==> config.mk <==
export PLATFORM = sky130hd
export DESIGN_NAME = clk_ratio_sel_flat
export DESIGN_NICKNAME = d
export VERILOG_FILES = /design/src/rtl/clk_ratio_sel_if.sv /design/src/rtl/clk_ratio_sel.sv /design/src/flat_wrapper.sv
export SDC_FILE = /design/constraint.sdc
export NUM_CORES = 1
export LEC_CHECK = 0
export BUFFER_PORTS_ARGS = -buffer_cell sky130_fd_sc_hd__buf_2
export CAP_MARGIN = 25
export CORE_MARGIN = 4
export CORE_UTILIZATION = 49
export CTS_BUF_LIST = sky130_fd_sc_hd__clkbuf_4 sky130_fd_sc_hd__clkbuf_8 sky130_fd_sc_hd__clkbuf_16
export DETAILED_ROUTE_END_ITERATION = 8
export PLACE_DENSITY = 0.75
export SKIP_CTS_REPAIR_TIMING = 1
export SYNTH_ARGS = -nofsm -noshare
export SYNTH_HDL_FRONTEND = slang
export SYNTH_SLANG_ARGS = --single-unit
==> constraint.sdc <==
create_clock -name osc_clk -period 2.35 [get_ports osc_clk]
set_clock_uncertainty 0.2 [all_clocks]
set_input_delay 0.47 -clock osc_clk [delete_from_list [all_inputs] [get_ports osc_clk]]
set_output_delay 0.47 -clock osc_clk [all_outputs]
set_load 0.1 [all_outputs]
==> src/rtl/clk_ratio_sel_if.sv <==
// Handshake and enable bundle between the ratio selector and its controller.
// The master side drives divider enables and switch requests; the slave side is the selector.
interface clk_ratio_sel_if;
   logic [7:0]  clk_en_vec;
   logic        ratio_req;
   logic [2:0]  ratio_new;
   logic        ratio_ack;
   logic        busy;
   logic [2:0]  cur_ratio;
   logic        sel_clk_en;
   logic [15:0] en_cnt;

   modport master (
      output clk_en_vec, ratio_req, ratio_new,
      input  ratio_ack, busy, cur_ratio, sel_clk_en, en_cnt
   );

   modport slave (
      input  clk_en_vec, ratio_req, ratio_new,
      output ratio_ack, busy, cur_ratio, sel_clk_en, en_cnt
   );
endinterface

==> src/rtl/clk_ratio_sel.sv <==
// Glitch-free runtime selector of one osc_clk divider enable, switching ratios
// via drain / guard / align under a req/ack handshake, with a delivered-pulse counter.
module clk_ratio_sel #(
   parameter int unsigned GUARD_CYCLES = 2,
   parameter logic [2:0]  RST_RATIO    = 3'b000
) (
   input logic            osc_clk,
   input logic            pad_cpu_rst,
   clk_ratio_sel_if.slave bus
);
   typedef enum logic [1:0] {IDLE, DRAIN, GUARD, ALIGN} state_t;

   localparam logic       NO_GUARD   = (GUARD_CYCLES == 32'd0);
   localparam logic [3:0] GUARD_LOAD = NO_GUARD ? 4'd0 : 4'(GUARD_CYCLES - 32'd1);

   state_t      state, state_nxt;
   logic [2:0]  cur_ratio_q, pending_q, pending_nxt;
   logic [3:0]  guard_q, guard_nxt;
   logic        req_prev_q;
   logic        ack_q, ack_nxt;
   logic [15:0] cnt_q;
   logic        sel;
   logic        align_hit;
   logic        accept;

   assign accept = bus.ratio_req & ~req_prev_q;

   always_comb begin
      state_nxt   = state;
      pending_nxt = pending_q;
      guard_nxt   = guard_q;
      ack_nxt     = 1'b0;
      sel         = 1'b0;
      align_hit   = 1'b0;
      case (state)
         IDLE: begin
            sel = bus.clk_en_vec[cur_ratio_q];
            if (accept) begin
               if (bus.ratio_new == cur_ratio_q) begin
                  ack_nxt = 1'b1;
               end else begin
                  pending_nxt = bus.ratio_new;
                  state_nxt   = DRAIN;
               end
            end
         end
         DRAIN: begin
            sel = bus.clk_en_vec[cur_ratio_q];
            if (sel) begin
               if (NO_GUARD) begin
                  state_nxt = ALIGN;
               end else begin
                  guard_nxt = GUARD_LOAD;
                  state_nxt = GUARD;
               end
            end
         end
         GUARD: begin
            if (guard_q == 4'd0) begin
               state_nxt = ALIGN;
            end else begin
               guard_nxt = guard_q - 4'd1;
            end
         end
         ALIGN: begin
            sel = bus.clk_en_vec[pending_q];
            if (sel) begin
               align_hit = 1'b1;
               ack_nxt   = 1'b1;
               state_nxt = IDLE;
            end
         end
         default: state_nxt = IDLE;
      endcase
   end

   always_ff @(posedge osc_clk or posedge pad_cpu_rst) begin
      if (pad_cpu_rst) begin
         state       <= IDLE;
         cur_ratio_q <= RST_RATIO;
         pending_q   <= '0;
         guard_q     <= '0;
         req_prev_q  <= 1'b0;
         ack_q       <= 1'b0;
         cnt_q       <= '0;
      end else begin
         state       <= state_nxt;
         pending_q   <= pending_nxt;
         guard_q     <= guard_nxt;
         req_prev_q  <= bus.ratio_req;
         ack_q       <= ack_nxt;
         if (align_hit) begin
            cur_ratio_q <= pending_q;
         end
         // The first new-ratio pulse restarts the count rather than adding to it.
         if (align_hit) begin
            cnt_q <= '0;
         end else if (sel) begin
            cnt_q <= cnt_q + 16'd1;
         end
      end
   end

   assign bus.sel_clk_en = sel;
   assign bus.ratio_ack  = ack_q;
   assign bus.busy       = (state != IDLE);
   assign bus.cur_ratio  = cur_ratio_q;
   assign bus.en_cnt     = cnt_q;
endmodule

==> src/flat_wrapper.sv <==
// flat-port wrapper written by rule: the top's interface ports become plain ports
module clk_ratio_sel_flat 
#(
   parameter int unsigned GUARD_CYCLES = 2,
   parameter logic [2:0]  RST_RATIO    = 3'b000
)
  (osc_clk, pad_cpu_rst, bus_clk_en_vec, bus_ratio_req, bus_ratio_new, bus_ratio_ack, bus_busy, bus_cur_ratio, bus_sel_clk_en, bus_en_cnt);
  clk_ratio_sel_if bus_i ();
  input logic osc_clk;
  input logic pad_cpu_rst;
  input wire logic [$bits(bus_i.clk_en_vec)-1:0] bus_clk_en_vec;
  input wire logic [$bits(bus_i.ratio_req)-1:0] bus_ratio_req;
  input wire logic [$bits(bus_i.ratio_new)-1:0] bus_ratio_new;
  output wire logic [$bits(bus_i.ratio_ack)-1:0] bus_ratio_ack;
  output wire logic [$bits(bus_i.busy)-1:0] bus_busy;
  output wire logic [$bits(bus_i.cur_ratio)-1:0] bus_cur_ratio;
  output wire logic [$bits(bus_i.sel_clk_en)-1:0] bus_sel_clk_en;
  output wire logic [$bits(bus_i.en_cnt)-1:0] bus_en_cnt;
  assign bus_i.clk_en_vec = bus_clk_en_vec;
  assign bus_i.ratio_req = bus_ratio_req;
  assign bus_i.ratio_new = bus_ratio_new;
  assign bus_ratio_ack = bus_i.ratio_ack;
  assign bus_busy = bus_i.busy;
  assign bus_cur_ratio = bus_i.cur_ratio;
  assign bus_sel_clk_en = bus_i.sel_clk_en;
  assign bus_en_cnt = bus_i.en_cnt;
  clk_ratio_sel #(.GUARD_CYCLES(GUARD_CYCLES), .RST_RATIO(RST_RATIO)) u_core (.osc_clk(osc_clk), .pad_cpu_rst(pad_cpu_rst), .bus(bus_i));
endmodule
==> Yosys cells after proc, flatten, opt, wreduce, memory -nomap -nowiden <==
Cells that the tools add are included.
{ "classes": {"add_sub_neg": 2, "n_lt_le_gt_ge": 2, "eq_ne": 10, "mux": 21, "n_bitwise": 3, "reduce_logical": 9} }
{ "op_table": {"columns": ["op", "count"], "rows": [
  ["$mux 16", 2],
  ["$add 16x1->16 const B", 1],
  ["$mux 2", 5],
  ["$lt 3x4->1 const B", 2],
  ["$mux 4", 2],
  ["$ne 2x1->1 const B", 4],
  ["$pmux 2 s4", 1],
  ["$pmux 4 s2", 1],
  ["$bmux 1 s3", 2],
  ["$mux 1", 6],
  ["$reduce_and 3->1", 2],
  ["$reduce_bool 2->1", 3],
  ["$reduce_and 5->1", 1],
  ["$eq 2x2->1 const B", 2],
  ["$logic_not 4->1", 1],
  ["$ne 2x2->1 const B", 2],
  ["$pmux 1 s2", 2],
  ["$sub 4x1->4 const B", 1],
  ["$eq 3x3->1", 1],
  ["$eq 2x1->1 const B", 1],
  ["$logic_not 2->1", 1],
  ["$not 1->1", 2],
  ["$reduce_or 2->1", 1],
  ["$and 1x1->1", 1]
]} }
{ "word_totals": {"ff_bits": 30, "inputBits": 14, "output_inout_bits": 22, "word_cells": 54} }

==> Logic depth before layout (Yosys ltp) <==
Gate-level depths: netlist (run 1).
{ "logic_depth": {"depth_word": 5, "depth_mapped": 9, "ltp_nobuf": 7} }

==> Worst setup path after synthesis (run 1) <==
OpenSTA, ideal clock, no wires.
{ "synth_path": {"path_type": "register to output", "from": "register u_core.cur_ratio_q[0], in the netlist u_core.bus.cur_ratio[0]", "to": "output bus_sel_clk_en", "arrival_ns": 2.665, "t_required_ns": 1.680, "path_slack_ns": -0.985, "stages_incl_launch_ff": 8, "n_path_buf": 3, "path_cell_list": "dfrtp_1 -> buf_6 -> mux2i_1 -> a22o_1 -> or3_4 -> buf_6 -> buf_2 -> a21bo_2"} }
{ "synth_via": {"elab_chain_cells": 3} }
{ "synth_lines": {"columns": ["item", "line", "rtl"], "rows": [
  ["start, declared", "clk_ratio_sel.sv:17", "logic [2:0] cur_ratio_q, pending_q, pending_nxt;"],
  ["start signal, assigned", "clk_ratio_sel.sv:93", "cur_ratio_q <= pending_q;"],
  ["$bmux 1 s3", "clk_ratio_sel.sv:37, clk_ratio_sel.sv:48", null],
  ["$mux 1 (not written as such)", "clk_ratio_sel.sv:37, clk_ratio_sel.sv:48", null],
  ["$pmux 1 s2", "clk_ratio_sel.sv:35", "case (state)"],
  ["end, declared", "flat_wrapper.sv:17", "output wire logic [$bits(bus_i.sel_clk_en)-1:0] bus_sel_clk_en;"]
]} }
No other way between the ends. The select of a mux whose other input is x is not followed.

==> Final worst setup path (run 1) <==
Same ends and word-level chain as after synthesis.

==> impl_metrics.csv, run 1 <==
group,metric,value,unit
outcome,status,"finished, violations left",
outcome,violations,"hold timing, setup timing",
timing,timing.final.crit_share,112,%
route,drtAntennaViolNets,0,
cts,htree_levels,2,
synthesis,synth_fp_nets,202,
hold_path,hp-class,"in -> async",
die,die-area,4660,um2
final_layout,antennaDiodeCount,0,
synthesis,ys_types,37,
place,gp_congestion,0.838,
place,numPortBuffers,35,
synthesis,syn_area,1780,um2
synthesis,synth_edf_count,0,
power,powerDensity,1390,nW/um2
timing,report.final.slew_viol_count,0,
die,initial_core_util,52.2,%
final_layout,nFillCells,297,
synthesis,synthArstFlopShare,100,%
timing,min_period,2620,ps
cts,clockBufferDepth,2,
global_routing,grt_util_all_layers,18.9,%
die,fp.dieW,68.3,um
route,dr.pass1.iters,4,
timing,max_slew_margin,66.8,%
synthesis,yosys_warnings,0,
setup_path,end_kind,"primary output",
cts,clock_latency,340,ps
synthesis,ys_seq_area_share,42.1,%
timing,setup_tns,-275,ps
synthesis,synth_area_leaders,"dfrtp_1 (42%), mux2_2 (7.0%), ha_1 (4.9%)",
synthesis,synth_common_cells,"dfrtp_1 (30), inv_1 (12), nor2_1 (12), mux2_2 (11), a21oi_1 (10)",
timing,clock.fmax,381,MHz
timing,tightest_slew,494,ps
power,ir_drop,0.902,mV
route,viasPerCell,5.53,
run,maxCapViolations,0,
cts,clk_pin_slew,90,ps
cts,cts_inserted_buffers,5,
die,io_pins,36,
final_layout,drive_gt1_share,35.7,%
setup_path,criticalPathCategory,"reg -> out",
global_routing,grt_max_degree,31,
cts,root_buffer,"clkbuf_4",
synthesis,synth_top_cell_by_area,"dfrtp_1",
setup_path,crit_required,1680,ps
global_routing,grt_pass1_wl,6550,um
final_layout,final_nets,250,
setup_path,startpoint_type,"flip-flop",
route,detailroute.via_count,1526,
die,row_count,21,
synthesis,yosysMostFrequentCell,"dfrtp_1",
synthesis,ys.flop_type,"dfrtp_1",
route,drtIter0Drc,95,
global_routing,antenna_found_initial,0,
die,die_y,68.3,um
place,hpwlAfterDp,2830,um
cts,cts_tree,"done",
global_routing,grt_overflow,0,
place,pre_cts_ws,76.9,ps
global_routing,grt_pass1_vias,1428,
timing,rsz0062_at_grt,"true",
synthesis,synth_cells,181,
cts,cts.sinks,30,
die,core_area,3420,um2
route,wl_per_cell,13.5,um
power,p_leak,1.01,nW
timing,hold_violations,12,
setup_path,crit_arrival,1950,ps
synthesis,synth_seq_cells,30,
route,drc_errors,0,
final_layout,area_growth,23.0,%
synthesis,netlist.area_leader.share,42.1,%
timing,hold_slack,-8.37,ps
synthesis,synth.avg_cell_area,9.84,um2
setup_path,cp_max_fo,7,
route,wirelength,3720,um
timing,timing.final.ws_setup,-275,ps
timing,setup_viol,1,
==> path summary, 6_finish.rpt <==
check | startpoint | to | slack (ps) | cells past startpoint
min | pad_cpu_rst | u_core.guard_q[2] | -8 | 3
min in group osc_clk | bus_ratio_req | u_core.req_prev_q | 70 | 1
max reg2reg | u_core.bus.cur_ratio[0] | u_core.bus.en_cnt[8] | 40 | 6
min reg2reg | u_core.guard_q[3] | u_core.guard_q[3] | 360 | 1
max | u_core.bus.cur_ratio[0] | bus_sel_clk_en | -270 | 5
max in group asynchronous | pad_cpu_rst | u_core.bus.cur_ratio[2] | 1640 | 3
==> routing by layer <==
layer	part of all wire, %	wire length [um]	GRT usage [%]	vias to the layer above
li1	-	-	-	767
met3	5.1	190	5.42	8
met1	47	1750	24.3	719
met4	1.9	72	7.44	0
met5	0	0	0	-
met2	46	1710	30.1	32
==> placed cells by master, fill, tap and decap left out, drive strengths merged <==
cell type	instances
mux2i	7
o221ai	1
or3	3
clkbuf	9
o31ai	8
buf	47
xor2	4
nand4	4
or4	8
inv	12
a32o	1
and2	1
o21ai	6
nor2b	2
nor3b	1
o211ai	1
nand2b	2
o2111ai	1
and3	2
dfrtp	30
nor4	5
a21oi	10
nand2	9
nor3	4
a41oi	1
and4	2
o22ai	2
nand3	9
a22o	3
nor2	12
mux2	11
xnor2	4
a21bo	1
ha	7
==> layout make-up <==
| type | instances | area [um2] | share of cell area, % |
|---|---|---|---|
| multi-input combinational | 132 | 973 | 44.4 |
| sequential | 30 | 766 | 34.9 |
| timing repair buffer | 48 | 290 | 13.2 |
| clock buffer | 8 | 60.1 | 2.74 |
| tap | 46 | 57.6 | 2.63 |
| inverter | 12 | 45.0 | 2.05 |
==> logic make-up after synthesis <==
logic type | count (synthesis) | share of synthesized area, %
mux | 18 | 10.9
fa+ha+maj | 7 | 4.92
buf+inv | 19 | 4.91
simple gates | 64 | 19.8
flops | 30 | 42.1
compound gates | 35 | 13.4
xor+xnor | 8 | 3.93
==> metrics by stage <==
| step | hold WS, ps | utilization (%) | cells | power, mW | area (um2) |
|---|---|---|---|---|---|
| 5_1_grt | 21.0 | 64.2 | 276 | 3.27 | 2190 |
| 2_1_floorplan | 288 | - | 181 | 2.27 | 1820 |
| 6_report | -8.37 | 64.2 | 276 | 3.06 | 2190 |
| 4_1_cts | 2.12 | 63.8 | 275 | 3.05 | 2180 |
| 3_3_place_gp | 324 | 62.0 | 267 | 2.68 | 2120 |
| 3_5_place_dp | 334 | 62.0 | 267 | 2.72 | 2120 |
==> registers in the layout, indices dropped and copies added, names as in the netlist <==
signal and flops:
u_core.bus.cur_ratio 3, u_core.bus.en_cnt 16, u_core.bus.ratio_ack 1, u_core.guard_q 4
u_core.pending_q 3, u_core.req_prev_q 1, u_core.state 2
==> power breakdown <==
group          internal [mW]  total [mW]  leakage, nW  switching, mW
Combinational          0.701        1.90        0.599           1.20
Sequential             0.656       0.824        0.378          0.168
Clock                  0.154       0.328       0.0368          0.175
==> worst max-delay path: stages, from the launching register on <==
cell,delay (ps)
dfrtp_4,540
mux2i_1,140
a22o_1,230
or3_4,340
a21bo_4,200
buf_12,170
Note: power is estimated with default switching activity, not from simulation.
==> run 2: changes to the inputs <==
--- a/config.mk
+++ b/config.mk
@@ -5,14 +5,14 @@
 export SDC_FILE = /design/constraint.sdc
 export NUM_CORES = 1
 export LEC_CHECK = 0
+export ABC_AREA = 1
 export BUFFER_PORTS_ARGS = -buffer_cell sky130_fd_sc_hd__buf_2
 export CAP_MARGIN = 25
 export CORE_MARGIN = 4
-export CORE_UTILIZATION = 49
+export CORE_UTILIZATION = 50
 export CTS_BUF_LIST = sky130_fd_sc_hd__clkbuf_4 sky130_fd_sc_hd__clkbuf_8 sky130_fd_sc_hd__clkbuf_16
 export DETAILED_ROUTE_END_ITERATION = 8
-export PLACE_DENSITY = 0.75
-export SKIP_CTS_REPAIR_TIMING = 1
+export PLACE_DENSITY = 0.76
 export SYNTH_ARGS = -nofsm -noshare
 export SYNTH_HDL_FRONTEND = slang
 export SYNTH_SLANG_ARGS = --single-unit
==> run 2 against run 1 <==
Critical path depth rose by 4. Core utilization rose by 0.16 points. Sequential share of layout area fell by 3.6 points. Register-to-register slack improved by 370 ps. Critical path type unchanged. Non-clock buffer count fell by 5. The run now ends clean. Sequential power fell by 2.9%. Design area rose by 11%. Sequential cell count did not move. First-iteration DRC count rose by 56%. Maximum frequency rose by 15%. Die area rose by 9.1%.
==> impl_metrics.csv, run 2 <==
group,metric,value,unit
outcome,status,"finished, final reports clean",
final_layout,largest_register_ffs,16,
setup_path,crit_arrival,1600,ps
power,ir_drop,1.31,mV
route,drtAntennaViolNets,0,
timing,report.final.slew_viol_count,0,
final_layout,layout_common_cells,"nand2_1 (75), nand3_1 (49), inv_1 (42), buf_2 (34), dfrtp_1 (24)",
synthesis,synth_top_family_by_area,"simple AND/OR/NAND/NOR gates",
die,core_area,3770,um2
route,detailroute.via_count,1909,
global_routing,grt_pass1_wl,7670,um
route,wirelength,4480,um
synthesis,synth_fp_nets,301,
setup_path,r2r-end,"u_core.bus.en_cnt[0]",
final_layout,drive_gt1_share,23.4,%
power,comb_power_share,61.4,%
global_routing,grt_overflow,0,
synthesis,synthAdderAreaFrac,4.37,%
die,row_count,22,
synthesis,syn_area,2010,um2
cts,cts.sinks,30,
route,wl_per_cell,12.0,um
cts,cts_tree,"done",
synthesis,synth.avg_cell_area,7.16,um2
power,power_frac_clock,13.8,%
run,maxCapViolations,0,
die,initial_core_util,53.2,%
synthesis,synth_edf_count,0,
timing,timing.final.ws_setup,77.2,ps
die,fp.dieW,71.3,um
power,p_sw_share,54.9,%
timing,rsz0062_at_grt,"true",
setup_path,end_kind,"primary output",
hold_path,hp-class,"in -> async",
synthesis,ys_types,24,
synthesis,synth_seq_cells,30,
synthesis,yosysMostFrequentCell,"nand2_1",
setup_path,r2r_setup_slack,410,ps
route,viasPerCell,5.12,
die,io_pins,36,
cts,cts_hold_buffers,0,
synthesis,ys.flop_type,"dfrtp_1",
cts,cts_inserted_buffers,5,
synthesis,synth_cells,280,
power,seqPwrFrac,24.8,%
setup_path,startpoint_type,"flip-flop",
synthesis,synth-simple-area-share,38.5,%
route,drc_errors,0,
synthesis,netlist.area_leader.share,37.4,%
place,numPortBuffers,35,
route,drtIter0Drc,148,
place,gp_congestion,0.858,
cts,clk_pin_slew,70,ps
synthesis,synth-xor-area-share,6.55,%
setup_path,criticalPathCategory,"reg -> out",
power,p_int,1.45,mW
place,pre_cts_ws,231,ps
final_layout,antennaDiodeCount,0,
setup_path,worstRegToRegCells,8,
place,place_inst,362,
timing,timing.final.crit_share,96.7,%
global_routing,grt_pass1_vias,1789,
final_layout,area_growth,21.0,%
power,p_switching,1.77,mW
cts,root_buffer,"clkbuf_8",
synthesis,synthArstFlopShare,100,%
final_layout,final_nets,345,
synthesis,synth_common_cells,"nand2_1 (81), nand3_1 (51), inv_1 (42), dfrtp_1 (30), nor2_1 (17)",
cts,clockBufferDepth,2,
global_routing,grt_max_degree,40,
timing,hold_violations,0,
cts,htree_levels,2,
die,die-area,5090,um2
power,p_leak,1.39,nW
global_routing,grt_util_all_layers,18.5,%
synthesis,muxShareOfSynthArea,0,%
die,die_y,71.3,um
synthesis,ys_seq_area_share,37.4,%
route,dr.pass1.iters,4,
synthesis,synth_top_cell_by_area,"dfrtp_1",
timing,setup_viol,0,
timing,tightest_slew,669,ps
timing,clock.fmax,440,MHz
place,hpwlAfterDp,3280,um
synthesis,yosys_warnings,0,
power,powerDensity,1330,nW/um2
synthesis,synth_area_leaders,"dfrtp_1 (37%), nand2_1 (15%), nand3_1 (13%)",
global_routing,antenna_found_initial,0,
setup_path,cp_max_fo,7,
synthesis,synth_compound_area_share,2.81,%
final_layout,layout_commonest_cell,"nand2_1",
final_layout,fin_cells,373,
timing,min_period,2270,ps
setup_path,crit_required,1680,ps
setup_path,r2r_start,"u_core.bus.cur_ratio[0]",
timing,max_slew_margin,55.4,%
cts,clock_latency,280,ps
run 2: cell count changes after synthesis, moves of 7 or more:
cell / delta
nand2_1: +72
nand3_1: +42
inv_1: +30
mux2_2: -11
a21oi_1: -8
o31ai_1: -8
or4_1: -8
mux2i_1: -7
nand4_1: +7
xor2_1: +7
run 2: power by group through the flow:
stage               Combinational, mW  Sequential [mW]  Clock [mW]
global route                     2.17            0.826       0.474
global placement                 1.86            0.795           0
finish                           1.98            0.800       0.445
detailed placement               1.90            0.801           0
floorplan                        1.18             1.16           0
CTS                              1.91            0.793       0.447
run 2: cell families after synthesis:
group | Yosys count
adder cells (fa/ha/maj) | 7
flip-flops | 30
AO/OA/AOI/OAI | 11
XOR/XNOR | 15
AND/OR/NAND/NOR | 168
buffers and inverters | 49
run 2: worst max-delay path: stages, from the launching register on:
cell	delay (ps)
dfrtp_4	540
inv_4	100
nand2_1	60
nand3_1	80
nand3_2	90
nand2_4	100
nor2_4	40
nand2_2	80
o21ai_4	70
buf_12	170
run 2: per-layer routing:
layer	wire length (um)	vias up	global-route usage [%]
met5	0	-	0
met4	74	0	6.47
met3	213	8	4.49
met2	2120	46	29.4
met1	2070	877	24.5
li1	-	978	-
run 2: timing repair:
action | CTS | global route
setup endpoints to repair | 1 | 1
pin swaps | 0 | 7
setup buffers | 0 | 3
gates resized for setup | 2 | 12
run 2: worst max path at each step:
stage,to,cells past startpoint,from,slack (ps)
2_1_floorplan,bus_sel_clk_en,7,u_core.bus.cur_ratio[1],50
3_3_place_gp,bus_sel_clk_en,7,u_core.state[0],280
3_5_place_dp,bus_sel_clk_en,7,u_core.state[0],230
4_1_cts,bus_sel_clk_en,7,u_core.state[0],20
5_1_grt,bus_sel_clk_en,9,u_core.bus.cur_ratio[0],-20
6_report,bus_sel_clk_en,9,u_core.bus.cur_ratio[0],80
run 2: final cells by class:
cell class,count,area [um2]
fillers,340,1350
multi-input cells,201,1100
flip-flops and latches,30,761
repair buffers,43,250
inverters,43,164
clock buffers,7,90.1
well taps,48,60.1
clock inverters,1,5.00
run 2: stage by stage:
step	cell area [um2]	util, %	power (mW)	hold slack [ps]	TNS, ps
6_report	2430	64.3	3.22	76.3	0
5_1_grt	2430	64.3	3.47	104	-22.2
4_1_cts	2370	62.8	3.15	91.1	0
3_5_place_dp	2270	60.1	2.70	261	0
3_3_place_gp	2270	60.1	2.66	254	0
2_1_floorplan	2030	-	2.34	242	0
==> run 3: changes to the inputs <==
--- a/config.mk
+++ b/config.mk
@@ -8,7 +8,7 @@
 export ABC_AREA = 1
 export BUFFER_PORTS_ARGS = -buffer_cell sky130_fd_sc_hd__buf_2
 export CAP_MARGIN = 25
-export CORE_MARGIN = 4
+export CORE_MARGIN = 2
 export CORE_UTILIZATION = 50
 export CTS_BUF_LIST = sky130_fd_sc_hd__clkbuf_4 sky130_fd_sc_hd__clkbuf_8 sky130_fd_sc_hd__clkbuf_16
 export DETAILED_ROUTE_END_ITERATION = 8
==> run 3 against run 2 <==
Worst hold slack worse by 33 ps. Register-to-register slack better by 60 ps. Setup slack worse by 1.0 ps. Critical path depth unchanged. Global-route usage up 3.7 points. Total power up 1.5%. Die area down 11%. Wire length down 3.7%. Clock power up 10%. Critical path type unchanged. Highest routed layer unchanged.
==> impl_metrics.csv, run 3 (same netlist as run 2, synthesis figures left out) <==
group,metric,value,unit
outcome,status,"finished, final reports clean",
timing,min_period,2270,ps
setup_path,cp_max_fo,8,
hold_path,hp-class,"in -> async",
route,drtIter0Drc,183,
setup_path,path_common_cell,"nand3_2",
route,detailroute.via_count,1886,
timing,max_slew_margin,67.6,%
die,fp.dieW,67.3,um
die,core_area,3940,um2
die,initial_core_util,50.9,%
global_routing,grt_util_all_layers,22.2,%
cts,clock_latency,290,ps
route,drc_errors,0,
power,p_leak,1.38,nW
timing,hold_slack,43.1,ps
global_routing,grt_max_degree,40,
setup_path,crit_required,1680,ps
timing,clock.fmax,440,MHz
setup_path,startpoint_type,"flip-flop",
global_routing,antenna_found_initial,0,
timing,hold_violations,0,
power,p_int,1.50,mW
cts,cts_hold_buffers,0,
final_layout,fin_util,61.5,%
setup_path,max_stage_delay,540,ps
final_layout,antennaDiodeCount,0,
final_layout,layout_commonest_cell,"nand2_1",
final_layout,drive_gt1_share,23.0,%
route,dr.pass1.iters,4,
power,p_sw_share,54.0,%
final_layout,area_growth,20.8,%
die,row_count,23,
setup_path,criticalPathCategory,"reg -> out",
die,io_pins,36,
power,comb_power_share,60.5,%
timing,setup_viol,0,
route,wl_per_cell,11.6,um
global_routing,grt_pass1_wl,7670,um
setup_path,r2r_setup_slack,470,ps
route,wirelength,4310,um
global_routing,grt_overflow,0,
timing,report.final.slew_viol_count,0,
timing,timing.final.crit_share,96.8,%
die,die-area,4530,um2
cts,cts_tree,"done",
run,maxCapViolations,0,
global_routing,grt_pass1_vias,1802,
cts,clk_pin_slew,70,ps
cts,root_buffer,"clkbuf_8",
place,hpwlAfterDp,3070,um
power,ir_drop,1.65,mV
power,powerDensity,1350,nW/um2
power,seqPwrFrac,24.5,%
setup_path,crit_arrival,1600,ps
setup_path,end_kind,"primary output",
cts,clockBufferDepth,2,
die,die_y,67.3,um
place,gp_congestion,0.819,
setup_path,cp_slowest_cell,"dfrtp_4",
power,power_frac_clock,15.0,%
cts,cts.sinks,30,
final_layout,largest_register_ffs,16,
final_layout,layout_common_cells,"nand2_1 (76), nand3_1 (48), inv_1 (41), buf_2 (34), dfrtp_1 (24)",
cts,htree_levels,2,
timing,tightest_slew,489,ps
route,drtAntennaViolNets,0,
power,p_switching,1.77,mW
cts,cts_inserted_buffers,5,
final_layout,final_nets,342,
route,viasPerCell,5.07,
setup_path,cp_cell_sequence,"inv_4 -> nand2_1 -> nand3_2 -> nand3_2 -> nand2_4 -> nor2_4 -> nand2_2 -> o21ai_4 -> buf_12",
place,numPortBuffers,35,
run 3: timing repair:
action,4_1_cts,5_1_grt
pin swaps,0,4
resized for setup,2,13
setup buffers,0,1
endpoints found under the setup margin,1,1
run 3: through the flow:
stage / power, mW / cell area [um2] / setup WS [ps] / instances / setup TNS [ps]
floorplan: 2.34 / 2030 / 47.2 / 280 / 0
global placement: 2.68 / 2260 / 286 / 363 / 0
detailed placement: 2.71 / 2260 / 234 / 363 / 0
CTS: 3.23 / 2380 / 12.8 / 371 / 0
global route: 3.52 / 2420 / -6.34 / 372 / -6.34
finish: 3.27 / 2420 / 76.1 / 372 / 0
run 3: worst paths after layout:
kind / cells after the start / start / to
min in group osc_clk: 1 / bus_ratio_req / u_core.req_prev_q
min reg2reg: 2 / u_core.guard_q[1] / u_core.guard_q[1]
min: 3 / pad_cpu_rst / u_core.bus.en_cnt[7]
max in group asynchronous: 3 / pad_cpu_rst / u_core.pending_q[0]
max reg2reg: 10 / u_core.pending_q[0] / u_core.bus.en_cnt[10]
max: 9 / u_core.bus.cur_ratio[0] / bus_sel_clk_en
run 3: worst max-delay path, delay by kind of cell, from the launching register on:
| family | cells | cell delay (ps) |
|---|---|---|
| DFF | 1 | 540 |
| and+or+nand+nor | 6 | 440 |
| AOI/OAI and AO/OA | 1 | 70 |
| buffers and inverters | 2 | 270 |
run 3: power groups by stage:
stage	logic, mW	registers (mW)	clock network [mW]
final	1.98	0.800	0.491
after global routing	2.17	0.821	0.529
after global placement	1.88	0.795	0
after floorplan	1.18	1.16	0
after detailed placement	1.92	0.797	0
after CTS	1.93	0.789	0.506
run 3: area by class of cell:
cell class / instances / area (um2)
clock buffers: 8 / 110
fillers: 374 / 1520
inverters: 43 / 164
multi-input cells: 201 / 1100
flip-flops and latches: 30 / 761
well taps: 50 / 62.6
repair buffers: 40 / 228
run 3: metal layers:
metal	global-route usage, %	wire length [um]	vias up
met5	0	0	-
met4	7.14	55	0
met3	5.67	170	6
met2	38.1	2100	29
met1	27.1	1990	874
li1	-	-	977
